**src/rtl/pc_fetch_unit_pkg.sv**
```systemverilog
// Shared definitions for the PC fetch unit: opcode encodings, fetch FSM states,
// reset address default and the branch-offset helper.
package pc_fetch_unit_pkg;

   typedef enum logic [5:0] {
      OP_RTYPE = 6'b000000,
      OP_J     = 6'b000010,
      OP_BEQ   = 6'b000100,
      OP_ADDI  = 6'b001000,
      OP_LW    = 6'b100011,
      OP_SW    = 6'b101011,
      OP_HALT  = 6'b111111
   } opcode_t;

   typedef enum logic [1:0] {
      S_FETCH = 2'd0,
      S_WAIT  = 2'd1,
      S_HOLD  = 2'd2,
      S_HALT  = 2'd3
   } fetch_state_t;

   localparam logic [31:0] RESET_PC_DEFAULT = 32'h0000_0000;

   // Word offset of a BEQ: sign-extend the 16-bit immediate and scale by 4.
   function automatic logic [31:0] branch_offset(input logic [15:0] imm);
      return {{14{imm[15]}}, imm, 2'b00};
   endfunction

endpackage

```
**src/rtl/pc_fetch_unit_next_pc_calc.sv**
```systemverilog
// Combinational next-PC selection: jump beats taken branch beats pc+4.
// All arithmetic wraps modulo 2^32.
module next_pc_calc
   import pc_fetch_unit_pkg::*;
(
   input  logic [31:0] pc,
   input  logic [25:0] instr_low,
   input  logic        jump,
   input  logic        branch,
   input  logic        zero,
   output logic [31:0] next_pc
);

   logic [31:0] pc_plus4;

   assign pc_plus4 = pc + 32'd4;

   always_comb begin
      next_pc = pc_plus4;
      if (jump) begin
         next_pc = {pc_plus4[31:28], instr_low, 2'b00};
      end else if (branch && zero) begin
         next_pc = pc_plus4 + branch_offset(instr_low[15:0]);
      end
   end

endmodule

```
**src/rtl/pc_fetch_unit.sv**
```systemverilog
// Program-counter and instruction-fetch sequencer: fetches the word at pc,
// holds it for the control unit, and advances pc on a pcupdate pulse.
module pc_fetch_unit
   import pc_fetch_unit_pkg::*;
#(
   parameter logic [31:0] RESET_PC    = RESET_PC_DEFAULT,
   parameter logic [5:0]  HALT_OPCODE = OP_HALT
)(
   input  logic        clk,
   input  logic        reset,
   input  logic        pcupdate,
   input  logic        jump,
   input  logic        branch,
   input  logic        zero,
   output logic        imem_req,
   output logic [31:0] imem_addr,
   input  logic [31:0] imem_rdata,
   input  logic        imem_valid,
   output logic [31:0] instr,
   output logic [5:0]  opcode,
   output logic [31:0] pc,
   output logic        instr_valid,
   output logic        halted,
   output logic        seq_err,
   output logic [1:0]  fsm_state
);

   // Memory handshake: imem_req is held high with a stable imem_addr from the
   // FETCH cycle until the cycle imem_valid is seen in WAIT; imem_valid is a
   // single-cycle strobe qualifying imem_rdata and is ignored outside WAIT.

   fetch_state_t state, state_nxt;
   logic [31:0]  next_pc;
   logic         fetching;

   next_pc_calc u_next_pc_calc (
      .pc        (pc),
      .instr_low (instr[25:0]),
      .jump      (jump),
      .branch    (branch),
      .zero      (zero),
      .next_pc   (next_pc)
   );

   always_ff @(posedge clk) begin
      if (reset) begin
         state <= S_FETCH;
      end else begin
         state <= state_nxt;
      end
   end

   always_comb begin
      state_nxt = state;
      case (state)
         S_FETCH: state_nxt = S_WAIT;
         S_WAIT: begin
            if (imem_valid) begin
               state_nxt = (imem_rdata[31:26] == HALT_OPCODE) ? S_HALT : S_HOLD;
            end
         end
         S_HOLD: begin
            if (pcupdate) begin
               state_nxt = S_FETCH;
            end
         end
         S_HALT:  state_nxt = S_HALT;
         default: state_nxt = S_FETCH;
      endcase
   end

   assign fetching = (state == S_FETCH) || (state == S_WAIT);

   always_ff @(posedge clk) begin
      if (reset) begin
         pc          <= RESET_PC;
         instr       <= 32'h0;
         instr_valid <= 1'b0;
         seq_err     <= 1'b0;
      end else begin
         // A pcupdate while a fetch is in flight is a control-sequencing bug.
         if (pcupdate && fetching) begin
            seq_err <= 1'b1;
         end
         if ((state == S_WAIT) && imem_valid) begin
            instr       <= imem_rdata;
            instr_valid <= 1'b1;
         end
         if ((state == S_HOLD) && pcupdate) begin
            pc          <= next_pc;
            instr_valid <= 1'b0;
         end
      end
   end

   assign imem_req  = fetching && !reset;
   assign imem_addr = pc;
   assign opcode    = instr[31:26];
   assign halted    = (state == S_HALT);
   assign fsm_state = state;

endmodule

```
**config.mk**
```make
export PLATFORM = sky130hd
export DESIGN_NAME = pc_fetch_unit
export DESIGN_NICKNAME = d
export VERILOG_FILES = /design/src/rtl/pc_fetch_unit_pkg.sv /design/src/rtl/pc_fetch_unit_next_pc_calc.sv /design/src/rtl/pc_fetch_unit.sv
export SDC_FILE = /design/constraint.sdc
export NUM_CORES = 1
export LEC_CHECK = 0
export BUFFER_PORTS_ARGS = -buffer_cell sky130_fd_sc_hd__buf_4
export CORE_ASPECT_RATIO = 1.25
export CORE_MARGIN = 5
export CORE_UTILIZATION = 48
export CTS_CLUSTER_SIZE = 20
export DETAILED_ROUTE_END_ITERATION = 7
export PLACE_DENSITY_LB_ADDON = 0.08
export SLEW_MARGIN = 10
export SYNTH_ARGS = -nofsm -noshare
export SYNTH_HDL_FRONTEND = slang
export SYNTH_SLANG_ARGS = --single-unit
```
**constraint.sdc**
```tcl
create_clock -name clk -period 3.3 [get_ports clk]
set_clock_uncertainty 0.1 [all_clocks]
set_input_delay 0.825 -clock clk [delete_from_list [all_inputs] [get_ports clk]]
set_output_delay 0.825 -clock clk [all_outputs]
set_load 0.02 [all_outputs]
```
# Word level (Yosys, flattened, before mapping)
# Index checks and enable logic that the tools add are counted.
# word_totals
regBits	68
in_bits	39
out_inout_bits	108
wordCells	29
# op_classes
add_sub_neg	2
eq_ne	6
mux	6
reduce_logical	10
# op_table
operator	count
32-bit two-way mux	2
32-bit by 3-bit adder with 32-bit output, second input constant	1
32-bit adder	1
2-bit case mux with 4 select lines	1
6-bit == test, second input constant	1
1-bit logical AND	5
2-bit == test, second input constant	2
2-bit two-way mux	2
2-bit inequality test, second input constant	2
2-bit by 1-bit == test with 1-bit output, second input constant	1
2-bit zero test	1
2-bit AND reduction	1
2-bit OR reduction	1
1-bit zero test	1
1-bit logical OR	1
1-bit two-way mux	1

# Depth between registers and ports, before layout
# logic_depth
ltp_word	4
depth_mapped	17
depth_no_buf	16

# Hierarchy
# A second synthesis with hierarchy kept.
# hier_totals
hier_cells	736
hier_area_um2	5436.5
# by_module_without_submodules
module	n_inst	cells_each	area_each_um2	seq_area_each_um2
next_pc_calc	1	398	2725.1	0.0
pc_fetch_unit	1	338	2711.4	1361.3

# Worst setup path after synthesis
# No wires, ideal clock.
# synth_timing
kind	reg2reg
start	reg pc[4] (netlist: imem_addr[4])
end	reg pc[23] (netlist: imem_addr[23])
setup_time_ns	0.117
t_arrival_ns	3.395
t_required_ns	3.083
slack_ns	-0.312
stages_incl_launch_ff	16
n_path_buf	0
synth_period_minus_slack_ns	3.612
cell_sequence	dfxtp_1 > and4_1 > and2_1 > nand3_1 > nor2_1 > xor2_1 > ha_1 > a21o_1 > a311oi_1 > a21oi_2 > a211oi_2 > nand2_1 > a31oi_1 > xor2_1 > a21oi_1 > a22o_1
# synth_between
elab_chain_len	4
# synth_lines
item	line	text
from (decl)	pc_fetch_unit.sv:21	output logic [31:0] pc,
from (signal assigned)	pc_fetch_unit.sv:90	pc <= next_pc;
32-bit by 3-bit adder with 32-bit output (*)	pc_fetch_unit_next_pc_calc.sv:16	assign pc_plus4 = pc + 32'd4;
32-bit adder	pc_fetch_unit_next_pc_calc.sv:23	next_pc = pc_plus4 + branch_offset(instr_low[15:0]);
32-bit two-way mux (*)	pc_fetch_unit_next_pc_calc.sv:22	end else if (branch && zero) begin
32-bit two-way mux (*)	pc_fetch_unit_next_pc_calc.sv:20	if (jump) begin
# Every way passes the cells marked *; elsewhere a longest branch is shown, timed or not.
# A chain may end at the register's enable or synchronous reset.

# Worst setup path in the final report
# layout_timing
start	reg pc[6] (netlist: imem_addr[6])
end	reg pc[26] (netlist: imem_addr[26])
# The elaborated chain is that of the path after synthesis.

==> reports/results.ini <==
[detailed_routing]
viasPerCell = 5.71
drtIter0Drc = 354
vias = 5942
drc = 0
routedWlPerCell_um = 18.4
first_pass_iters = 5
antenna_left = 0
routed_wl_um = 19100

[worst_setup_path]
critPathLaunch = imem_addr[6]
crit-reg2reg-launch = imem_addr[6]
critPathMaxFanout = 4
path_buf_inv = 0
cp.depth = 13
crit_family = compound AO/OA/AOI/OAI gates
worst-r2r-cell-count = 13
crit_type = register to register
cp_slowest_cell = dfxtp_4
cp-start-kind = register
cp.required_ns = 3.45
slowest_delay_ns = 0.34
critPathCaptureType = register
arrival_ns = 3.64
path_cells = and4_4, nand4_1, nor3_2, xor2_1, ha_1, a211o_1, a21oi_2, o21a_1, nor2_2, o31ai_4, mux2i_1, o31a_1, o32ai_2

[cells_and_area]
num_antenna_cells = 0
layout-area-overhead-vs-synth_pct = 48.1
layout.cells.most_common = buf_4
layout_common_cells = buf_4 (259), nand2_1 (124), a21oi_1 (70), dfxtp_1 (53), nor2_1 (42)
drive_above_1_share_pct = 41.7
fin_nets = 981
regArea_mm2 = 0.00135
n_fill_cell = 851
multiInputGateArea_mm2 = 0.00389
fin_area_mm2 = 0.00779

[synth]
synth_cells = 697
synthArstFlopShare_pct = 0
mappedNetlistArea_mm2 = 0.00526
yosysTopAreaCell = dfxtp_1
yosysSeqAreaShare_pct = 25.1
synth_edf_count = 0
synth_ff_type = dfxtp_1
avgSynthCellArea_um2 = 7.54
synth_top_area_share_pct = 25.1
netlist_top_cells_area = dfxtp_1 (25%), nand2_1 (8.9%), ha_1 (8.8%), a21oi_1 (7.3%), buf_4 (5.7%)
ys_warn_count = 0
synth_cell_type_count = 71
synth.ff_latch_count = 66

[grt]
grt_max_degree = 41
grt_overflow = 0
grt_pass1_wl_um = 29400
antenna_found_initial = 0
grt_usage_pct = 27.1
grt_pass1_vias = 5874

[status]
violations = negative setup slack
status = complete, but fails checks

[floorplanning]
start_util_pct = 49.3
fp.dieArea_mm2 = 0.0132
die_w_um = 104
core.rowCount = 42
die_h_um = 127
io_pins = 147
core_mm2 = 0.0107

[place]
placed_area_mm2 = 0.00688
gp_congestion = 0.936
portBuffers = 142
hpwlAfterDp_um = 14300

[clock_tree]
cts.sinks = 66
clk_pin_slew_ns = 0.06
cts_max_path_buffers = 2
cts-root-buf = clkbuf_16
cts_tree = done
clock_latency_ns = 0.34
numCtsBuffers = 9
htreeDepth = 3

[power_and_ir_drop]
p_per_area_mw_per_mm2 = 303
power_leakage_nw = 3.63
fin_total_pwr_mw = 2.36
max-vdd-ir-drop_mv = 0.226

[timing]
setup_viol = 11
slew_headroom_pct = 58.6
fin_crit_ns = 3.48
fin_tns_setup_ns = -1.02
fmax_mhz = 287
drv_slew = 0
worstMarginPinSlew_ns = 0.620
hold_viol = 0
period_share_pct = 106
rsz0062_at_grt = true
worst_slack_ns = -0.182

[job]
drv_cap = 0

[min_path]
hold_depth = 2
min_path_type = register to register
worstHoldStart = instr[27]

==> cell usage after synthesis, types with 9 or more instances <==
cell	instances
nand2_1	125
a21oi_1	77
dfxtp_1	66
nor2_1	45
buf_4	40
ha_1	37
xnor2_1	33
clkbuf_1	27
o21ai_0	24
o211ai_1	19
xor2_1	17
nand4_1	16
inv_1	14
a21o_1	12
nor3_1	10
nand3_1	9
==> registers in the layout, summed over array words and instances, names as in the netlist <==
name / flops
instr_valid: 1
fsm_state: 2
instr: 32
seq_err: 1
imem_addr: 30
==> layout make-up <==
cell class	count	area share, %
Tap cell	132	2.12
Timing Repair Buffer	265	25.8
Clock inverter	6	0.868
Multi-Input combinational cell	547	49.9
Clock buffer	10	3.21
Inverter	15	0.723
Sequential cell	66	17.3
==> metal layers <==
metal | GRT usage (%) | vias to the layer above | routed length (um)
met4 | 12.0 | 0 | 667
met2 | 48.1 | 209 | 9770
met5 | 0 | - | 0
met1 | 32.2 | 2817 | 7760
li1 | - | 2855 | -
met3 | 3.99 | 61 | 953
==> tightest hold or removal path: stages, from the launching register on <==
cell,delay (ns)
dfxtp_1,0.32
nand2_1,0.05
a21oi_1,0.05
==> what timing repair did <==
item                                    4_1_cts  5_1_grt
gates cloned                                  0        0
buffers inserted                              2       22
hold buffers                                  0        0
pin swaps                                    14       57
resized for setup                            19       69
endpoints found under the setup margin       14       16
hold endpoints to repair                      0        0
==> stage by stage <==
step | hold slack, ns | instances | setup slack [ns] | util [%]
6_report | 0.374 | 1041 | -0.182 | 73.0
5_1_grt | 0.395 | 1041 | -0.369 | 73.0
4_1_cts | 0.375 | 1021 | -0.150 | 68.4
3_5_place_dp | 0.367 | 1003 | -0.219 | 64.5
3_3_place_gp | 0.351 | 1003 | -0.193 | 64.5
2_1_floorplan | 0.413 | 700 | 0.00349 | -
==> kinds of logic (layout without fill, tap and decap cells) <==
group                    Yosys count  after routing  share of synthesized area [%]
AND/OR/NAND/NOR                  250            250                           22.2
XOR/XNOR                          50             50                           8.33
multiplexers                       3              3                          0.595
adder cells (fa/ha/maj)           38             38                           9.18
other                              1              4                         0.0713
AO/OA/AOI/OAI                    202            202                           25.4
flip-flops                        66             66                           25.1
buffers and inverters             87            296                           9.16
==> where the power goes <==
part,internal [mW],leakage (nW),total (mW),switching (mW)
clock network,0.638,0.159,1.04,0.403
registers,0.824,0.544,0.857,0.0335
logic,0.200,2.93,0.461,0.261
total,1.66,3.63,2.36,0.697
==> final timing paths <==
kind	endpoint	slack [ns]
max reg2reg	imem_addr[26]	-0.18
min reg2reg	instr[27]	0.37
max	imem_addr[26]	-0.18
min	instr[27]	0.37
Note: power is estimated with default switching activity, not from simulation.
